--- config.mk ---
export PLATFORM = sky130hd
export DESIGN_NAME = adc_frame_buffer
export DESIGN_NICKNAME = d
export VERILOG_FILES = /design/src/rtl/adc_frame_buffer_pkg.sv /design/src/rtl/adc_frame_buffer_sample_ram.sv /design/src/rtl/adc_frame_buffer.sv
export SDC_FILE = /design/constraint.sdc
export NUM_CORES = 1
export LEC_CHECK = 0
export CAP_MARGIN = 20
export CORE_UTILIZATION = 55
export DETAILED_ROUTE_END_ITERATION = 10
export PLACE_DENSITY = 0.71
export SLEW_MARGIN = 15
export SYNTH_ARGS = -nofsm -noshare
export SYNTH_HDL_FRONTEND = slang
export SYNTH_SLANG_ARGS = --single-unit
--- constraint.sdc ---
create_clock -name CLOCK -period 3.7 [get_ports CLOCK]
set_input_delay 0.555 -clock CLOCK [delete_from_list [all_inputs] [get_ports CLOCK]]
set_output_delay 0.555 -clock CLOCK [all_outputs]
set_load 0.01 [all_outputs]
--- src/rtl/adc_frame_buffer_pkg.sv ---
// fft_pkg: shared frame-buffer constants, sample type and bit-reverse helper.
package fft_pkg;
  localparam int FFT_N = 64;
  localparam int LOG2_N = $clog2(FFT_N);
  localparam int ADC_BITS = 12;
  localparam int OUT_W = 16;
  typedef logic signed [OUT_W-1:0] sample_t;
  function automatic logic [8:0] bitrev(input logic [8:0] a, input int n);
    logic [8:0] r;
    logic [8:0] s;
    r = '0;
    s = a;
    for (int i = 0; i < 9; i++) begin
      if (i < n) begin
        r = {r[7:0], s[0]};
        s = s >> 1;
      end
    end
    return r;
  endfunction
endpackage

--- src/rtl/adc_frame_buffer_sample_ram.sv ---
// sample_ram: simple dual-port RAM, one write port and one enabled, registered read port.
module sample_ram #(
  parameter int AW = 7,
  parameter int W = 16
) (
  input  logic          clk,
  input  logic          i_we,
  input  logic [AW-1:0] i_waddr,
  input  logic [W-1:0]  i_wdata,
  input  logic          i_re,
  input  logic [AW-1:0] i_raddr,
  output logic [W-1:0]  o_rdata
);
  logic [W-1:0] r_mem [2**AW];
  always_ff @(posedge clk) begin
    if (i_we) r_mem[i_waddr] <= i_wdata;
    if (i_re) o_rdata <= r_mem[i_raddr];
  end
endmodule

--- src/rtl/adc_frame_buffer.sv ---
// adc_frame_buffer: captures ADC words into a bit-reversed ping-pong frame RAM for the FFT.
module adc_frame_buffer
  import fft_pkg::*;
#(
  parameter int FFT_N = fft_pkg::FFT_N,
  parameter int ADC_BITS = fft_pkg::ADC_BITS,
  parameter int OUT_W = fft_pkg::OUT_W,
  localparam int LG = $clog2(FFT_N)
) (
  input  logic                    CLOCK,
  input  logic                    RESET,
  input  logic [15:0]             SAMPLE_IN,
  input  logic                    SAMPLE_DV,
  input  logic                    RD_EN,
  input  logic [LG-1:0]           RD_ADDR,
  output logic signed [OUT_W-1:0] RD_DATA,
  output logic                    FRAME_RDY,
  input  logic                    FRAME_DONE,
  output logic                    OVERRUN,
  input  logic                    CLR_OVERRUN
);
  logic r_dv_d, r_arm, r_wr_bank, r_rd_bank, r_ovr, r_seen;
  logic [1:0] r_full, w_full_nxt;
  logic [LG-1:0] r_wr_ptr, w_wr_idx;
  logic w_ev, w_drop, w_we, w_last, w_rel, w_unused;
  logic signed [ADC_BITS-1:0] w_raw;
  logic signed [OUT_W-1:0] w_s, w_q;
  assign w_unused = ^SAMPLE_IN[15:ADC_BITS];
  assign w_raw = {~SAMPLE_IN[ADC_BITS-1], SAMPLE_IN[ADC_BITS-2:0]};
  assign w_s = OUT_W'(w_raw);
  // r_arm masks the first cycle after reset so a DV already high is not taken as an edge
  assign w_ev = SAMPLE_DV & ~r_dv_d & r_arm;
  assign w_drop = w_ev & r_full[r_wr_bank];
  assign w_we = w_ev & ~r_full[r_wr_bank];
  assign w_last = r_wr_ptr == LG'(FFT_N - 1);
  assign w_rel = FRAME_DONE & r_full[r_rd_bank];
  assign w_wr_idx = LG'(bitrev(9'(r_wr_ptr), LG));
  always_comb begin
    w_full_nxt = r_full;
    if (w_we && w_last) w_full_nxt[r_wr_bank] = 1'b1;
    if (w_rel) w_full_nxt[r_rd_bank] = 1'b0;
  end
  always_ff @(posedge CLOCK or posedge RESET) begin
    if (RESET) begin
      r_dv_d <= 1'b0;
      r_arm <= 1'b0;
      r_wr_bank <= 1'b0;
      r_rd_bank <= 1'b0;
      r_wr_ptr <= '0;
      r_full <= '0;
      r_ovr <= 1'b0;
      r_seen <= 1'b0;
    end else begin
      r_dv_d <= SAMPLE_DV;
      r_arm <= 1'b1;
      r_full <= w_full_nxt;
      if (w_we) begin
        r_wr_ptr <= w_last ? '0 : r_wr_ptr + 1'b1;
        if (w_last) r_wr_bank <= ~r_wr_bank;
      end
      if (w_rel) r_rd_bank <= ~r_rd_bank;
      r_ovr <= w_drop | (r_ovr & ~CLR_OVERRUN);
      r_seen <= r_seen | RD_EN;
    end
  end
  sample_ram #(.AW(LG + 1), .W(OUT_W)) u_ram (
    .clk(CLOCK),
    .i_we(w_we),
    .i_waddr({r_wr_bank, w_wr_idx}),
    .i_wdata(w_s),
    .i_re(RD_EN),
    .i_raddr({r_rd_bank, RD_ADDR}),
    .o_rdata(w_q)
  );
  // BRAM output has no reset; RD_DATA reads as zero until the first read after reset
  assign RD_DATA = r_seen ? w_q : '0;
  assign FRAME_RDY = r_full[r_rd_bank];
  assign OVERRUN = r_ovr;
endmodule
* Word level (Yosys, flattened, before mapping)
Memories as Yosys holds them, arrays and structs flattened. A register that Yosys moved wholly into a read port is not among the register bits.
Index checks and enable logic that the tools add are counted.
W data, S select, Z words.
** Storage, ports and cells
- Logic and storage cells :: 50
- Memories :: 1
- Register bits after elaboration :: 14
- Output and inout port bits :: 18
- RAM bits :: 2048
- Input port bits :: 28
** Operators by class
- $lt $le $gt $ge :: 4
- Mux-type cells :: 14
- Add/sub/neg operators :: 1
- Equality and inequality tests :: 1
- Reductions and logical operators :: 4
- Bitwise operators :: 17
** Memory list
- u_ram.r_mem :: depth 128, width 16, read ports 1, clocked after memory_dff 1, write ports 1, RTL line adc_frame_buffer_sample_ram.sv:14 : logic [W-1:0] r_mem [2**AW];
** Operator list (number)
- $mux W16 :: 1
- $mux W1 :: 8
- $add A6 B1 Y6 const B :: 1
- $and A1 B1 Y1 :: 6
- $eq A6 B6 Y1 const B :: 1
- $mux W6 :: 1
- $not A1 Y1 :: 6
- $lt A1 B2 Y1 const B :: 2
- $mux W2 :: 2
- $logic_and A1 B1 Y1 :: 3
- $and A2 B2 Y2 :: 1
- $demux W1 S1 :: 2
- $ge A1 B1 Y1 const B :: 2
- $not A2 Y2 :: 1
- $or A1 B1 Y1 :: 2
- $or A2 B2 Y2 :: 1
- $reduce_and A2 Y1 :: 1

* Longest topological paths before layout
- Depth in word-level cells :: 8
- Mapped depth :: 7
- Depth with buffers taken out :: 5

* Hierarchy
From an unflattened synthesis, not the netlist that was laid out.
** Unflattened totals
- Cells, all modules :: 3162
- Area, all modules :: 79438.7 um2
** Modules (own cells, without submodules)
- sample_ram :: times used 1, cells each 3086, seq. area each 61979.4 um2, area each 78683.0 um2
- adc_frame_buffer :: times used 1, cells each 76, seq. area each 350.3 um2, area each 755.7 um2

* Worst setup path after synthesis
No wires, ideal clock.
- Kind :: input port to flip-flop
- Start :: input port RD_ADDR[0]
- End :: register u_ram.o_rdata[10] (read register of u_ram.r_mem) (data pin)
- Data required time :: 3440 ps
- Buffers on the path :: 2
- Setup slack :: 491 ps
- Arrival :: 2949 ps
- Stages on the path :: 6
- Cells stage by stage :: buf_2 buf_1 mux4_2 mux4_2 mux4_2 mux2_2
** RTL lines
- start: declaration :: RTL line adc_frame_buffer.sv:15 : input logic [LG-1:0] RD_ADDR,
- end: declaration :: RTL line adc_frame_buffer_sample_ram.sv:12 : output logic [W-1:0] o_rdata

* Worst setup path after layout
- Start :: register r_wr_bank
- End :: memory u_ram.r_mem[2][6], enable pin
** On the way
- Word-level cells in the longest chain between the ends :: 6
** Ends and longest elaborated chain
- start: declaration :: RTL line adc_frame_buffer.sv:22 : logic r_dv_d, r_arm, r_wr_bank, r_rd_bank, r_ovr, r_seen;
- start signal: assignment :: RTL line adc_frame_buffer.sv:59 : if (w_last) r_wr_bank <= ~r_wr_bank;
- $mux W1 (not written as such) (2 in series) :: RTL line adc_frame_buffer.sv:34 : assign w_we = w_ev & ~r_full[r_wr_bank];
- $not A1 Y1 :: RTL line adc_frame_buffer.sv:34
- $and A1 B1 Y1 :: RTL line adc_frame_buffer.sv:34
- $mux W1 :: RTL line adc_frame_buffer_sample_ram.sv:16 : if (i_we) r_mem[i_waddr] <= i_wdata;
- $mux W1 (not written as such) :: RTL line adc_frame_buffer_sample_ram.sv:16
- end: declaration :: RTL line adc_frame_buffer_sample_ram.sv:14
Parallel ways exist; a longest one is shown, timed or not. The select of a mux whose other input is x is not followed.

==> qor.txt <==
Number of flops mapped to enable cells by yosys: 1548
P_int: 29.1 mW
First-pass GRT wire length: 192000 µm
GRT Util Overall: 24.4%
Combinational Power Share: 5.3%
Delay-heaviest family, CP: simple AND/OR/NAND/NOR gates
Synth top area share: 77.5%
Worst Hold Class: in -> reg
Status: completed
F_max: 0.358 GHz
Routed WL per cell: 31.1 µm
HP Start: SAMPLE_IN[8]
Max Transition Viols Final: 0
Leading area contributor after synthesis: edfxtp_1
CP required: 4140 ps
Post-placement cell count: 3970
Layout cells sized above 1: 34.2%
Die Ht: 332 µm
Synth area leaders: edfxtp_1, mux4_2, nor2_1
Port-buffer cells: 41
CP max-delay cell: dfrtp_1
Yosys warns: 0
Syn avg cell area: 24.6 µm²
Total CTS buffers: 151
Synth Register Bits: 1562
Switching share of power: 20.6%
DIE AREA: 110000 µm²
Overflow left after global routing: 0
WL final: 132000 µm
Syn Nets: 2468
Pwr Density: 535 nW/µm²
Setup TNS: 0 ps
Synth Flop Type: edfxtp_1
Worst-Skew Late Latency: 760 ps
Layout Utilization: 63.6%
Starting Density: 55.7%
Fin crit period: 2800 ps
Final Hold Fails: 0
Syn Inst Count: 2439
Fin nets: 2749
Hold-fix buffers, CTS: 0
Worst r2r src: r_wr_bank$_DFFE_PP0N_
Remaining antenna violation count: 0
Clk sinks: 1562
Core Rows: 120
Max clock buf depth: 3
GPL Wtd Cong: 0.850
Initial DRT Pass Iterations: 5
Clock share of power: 41.3%
Reg2Reg Setup Slack: 900 ps
Area Growth Syn to Fin: 14.1%
DR iter-0 viols: 3417
Vias: 27200
Initial antenna violation count: 8
Ys async rst share: 0.896%
CP Max Fanout: 14
Total core area: 108000 µm²
CTS Root Cell: clkbuf_16
Max_slew headroom: 20.5%
Netlist cell types: 36
Vias per cell: 6.42
H-tree level count: 4
CP endpoint kind: flop
Sequential area share after synthesis: 78.1%
Post-Syn Area: 60000 µm²
DR DRC count: 0
Measured slew at the worst slew-check pin: 1190 ps
I/O pins: 46
Post-Layout Cell Count: 4241
Total power: 36.6 mW
Reg2reg path depth: 6
Reg power frac: 53.5%
Die width: 332 µm
CP startpoint kind: flop
Buffers & Inverters on Critical Path: 2
Clock Pin Slew Worst Setup and Hold Paths: 60 ps
Largest net degree at the start of global routing: 99
Clock Skew: 32.7 ps
Endpoint, Worst Hold: u_ram.r_mem[85][8]$_DFFE_PP_
Post-CTS Setup Inserts: 0
Peak VDD IR: 429 µV
Critical path class: reg -> reg
WHS Path Cells: 1
HPWL Detailed: 80700 µm
CTS tree: done
R2R Path End: u_ram.r_mem[2][6]$_DFFE_PP_
Crit-path cells: mux2_2 -> nor2_1 -> buf_4 -> nand3_1 -> nor2_1 -> buf_4
Tcrit/Tclk final: 75.6%
Setup violators final: 0
Max incr delay on CP: 670 ps
Post-CTS sizing: 0
Max_cap viols: 0
RSZ-0062 raised after global routing: no
Psw: 7.56 mW
Vias in the first global route: 27700
Worst EP arrival: 3230 ps
P_leak: 21.5 nW
==> synthesized netlist by cell type, drive strengths merged (2+ instances only) <==
library cell and n:
edfxtp 1548, mux4 504, nor2 137, buf 68, clkbuf 68, nand3 17, dfrtp 14, mux2 14
and2 12, nand2 12, or3 6, inv 4, nor2b 4, nand3b 3, nor3 3, or2 3
a21o 2, nand4 2, nor4 2, xnor2 2, xor2 2
==> kinds of logic (layout without fill, tap and decap cells) <==
logic type	after synthesis	after routing	share of synthesized area, %
compound gates	8	8	0.0918
other cells	1	2	0.00625
simple gates	204	204	1.47
mux	519	519	19.2
flops	1562	1562	78.1
buf+inv	140	538	1.05
xor+xnor	4	4	0.0584
fa+ha+maj	1	1	0.0209
==> area by class of cell <==
type | instances | area, µm²
clock inverter | 87 | 885
tap | 1403 | 1760
sequential | 1562 | 46800
multi-input combinational | 737 | 12500
inverter | 4 | 17.5
fill | 6705 | 39200
clock buffer | 183 | 3960
timing repair buffer | 264 | 2470
antenna | 1 | 2.50
==> cell usage in the layout (no fill, tap or decap), types with 14 or more instances in the layout <==
cell             netlist  routed
edfxtp_1            1548    1548
mux4_2               504     504
buf_4                  9     202
clkbuf_16              0     154
nor2_1               137     137
clkinv_1               0      35
buf_12                 0      33
clkbuf_1              68      29
clkdlybuf4s50_1        0      25
clkinv_2               0      21
nand3_1               17      17
bufinv_16              0      16
dfrtp_1               14      14
mux2_2                14      14
==> per-stage QoR <==
step / setup WS, ps / instance area [µm²] / hold slack, ps
floorplan: 491 / 60000 / 444
global placement: 206 / 63600 / 542
detailed placement: 189 / 63600 / 596
CTS: 910 / 68400 / 294
global route: 747 / 68400 / 324
finish: 904 / 68400 / 320
==> per-layer routing <==
metal	up-vias	share of wire [%]	GRT usage [%]
li1	11100	-	-
met3	188	8.3	5.00
met4	6	2.3	6.74
met5	-	0.035	0
met1	14700	40	34.9
met2	1227	50	38.7
==> registers in the layout (all words and copies together), names as in the netlist <==
register,count
u_ram.r_mem,1536
OVERRUN,1
r_wr_ptr,6
r_rd_bank,1
u_ram.o_rdata,12
r_full,2
r_wr_bank,1
r_seen,1
r_dv_d,1
r_arm,1
==> how the worst max path moves through the flow <==
stage | startpoint | endpoint | slack, ps | cells after the start
floorplan | RD_ADDR[0] | u_ram.o_rdata[10]$_DFFE_PP_ | 490 | 6
global placement | RD_ADDR[0] | u_ram.o_rdata[14]$_DFFE_PP_ | 210 | 7
detailed placement | RD_ADDR[0] | u_ram.o_rdata[0]$_DFFE_PP_ | 190 | 7
CTS | r_wr_bank$_DFFE_PP0N_ | u_ram.r_mem[6][10]$_DFFE_PP_ | 910 | 6
global route | r_wr_bank$_DFFE_PP0N_ | u_ram.r_mem[2][6]$_DFFE_PP_ | 750 | 6
finish | r_wr_bank$_DFFE_PP0N_ | u_ram.r_mem[2][6]$_DFFE_PP_ | 900 | 6
==> power by group through the flow <==
stage	clock network [mW]	registers (mW)	logic [mW]
2_1_floorplan	0	19.9	1.06
3_3_place_gp	0	20.0	1.87
3_5_place_dp	0	20.0	1.92
4_1_cts	15.3	19.6	1.93
5_1_grt	16.0	19.6	2.02
6_report	15.1	19.6	1.93
Note: power is estimated with default switching activity, not from simulation.
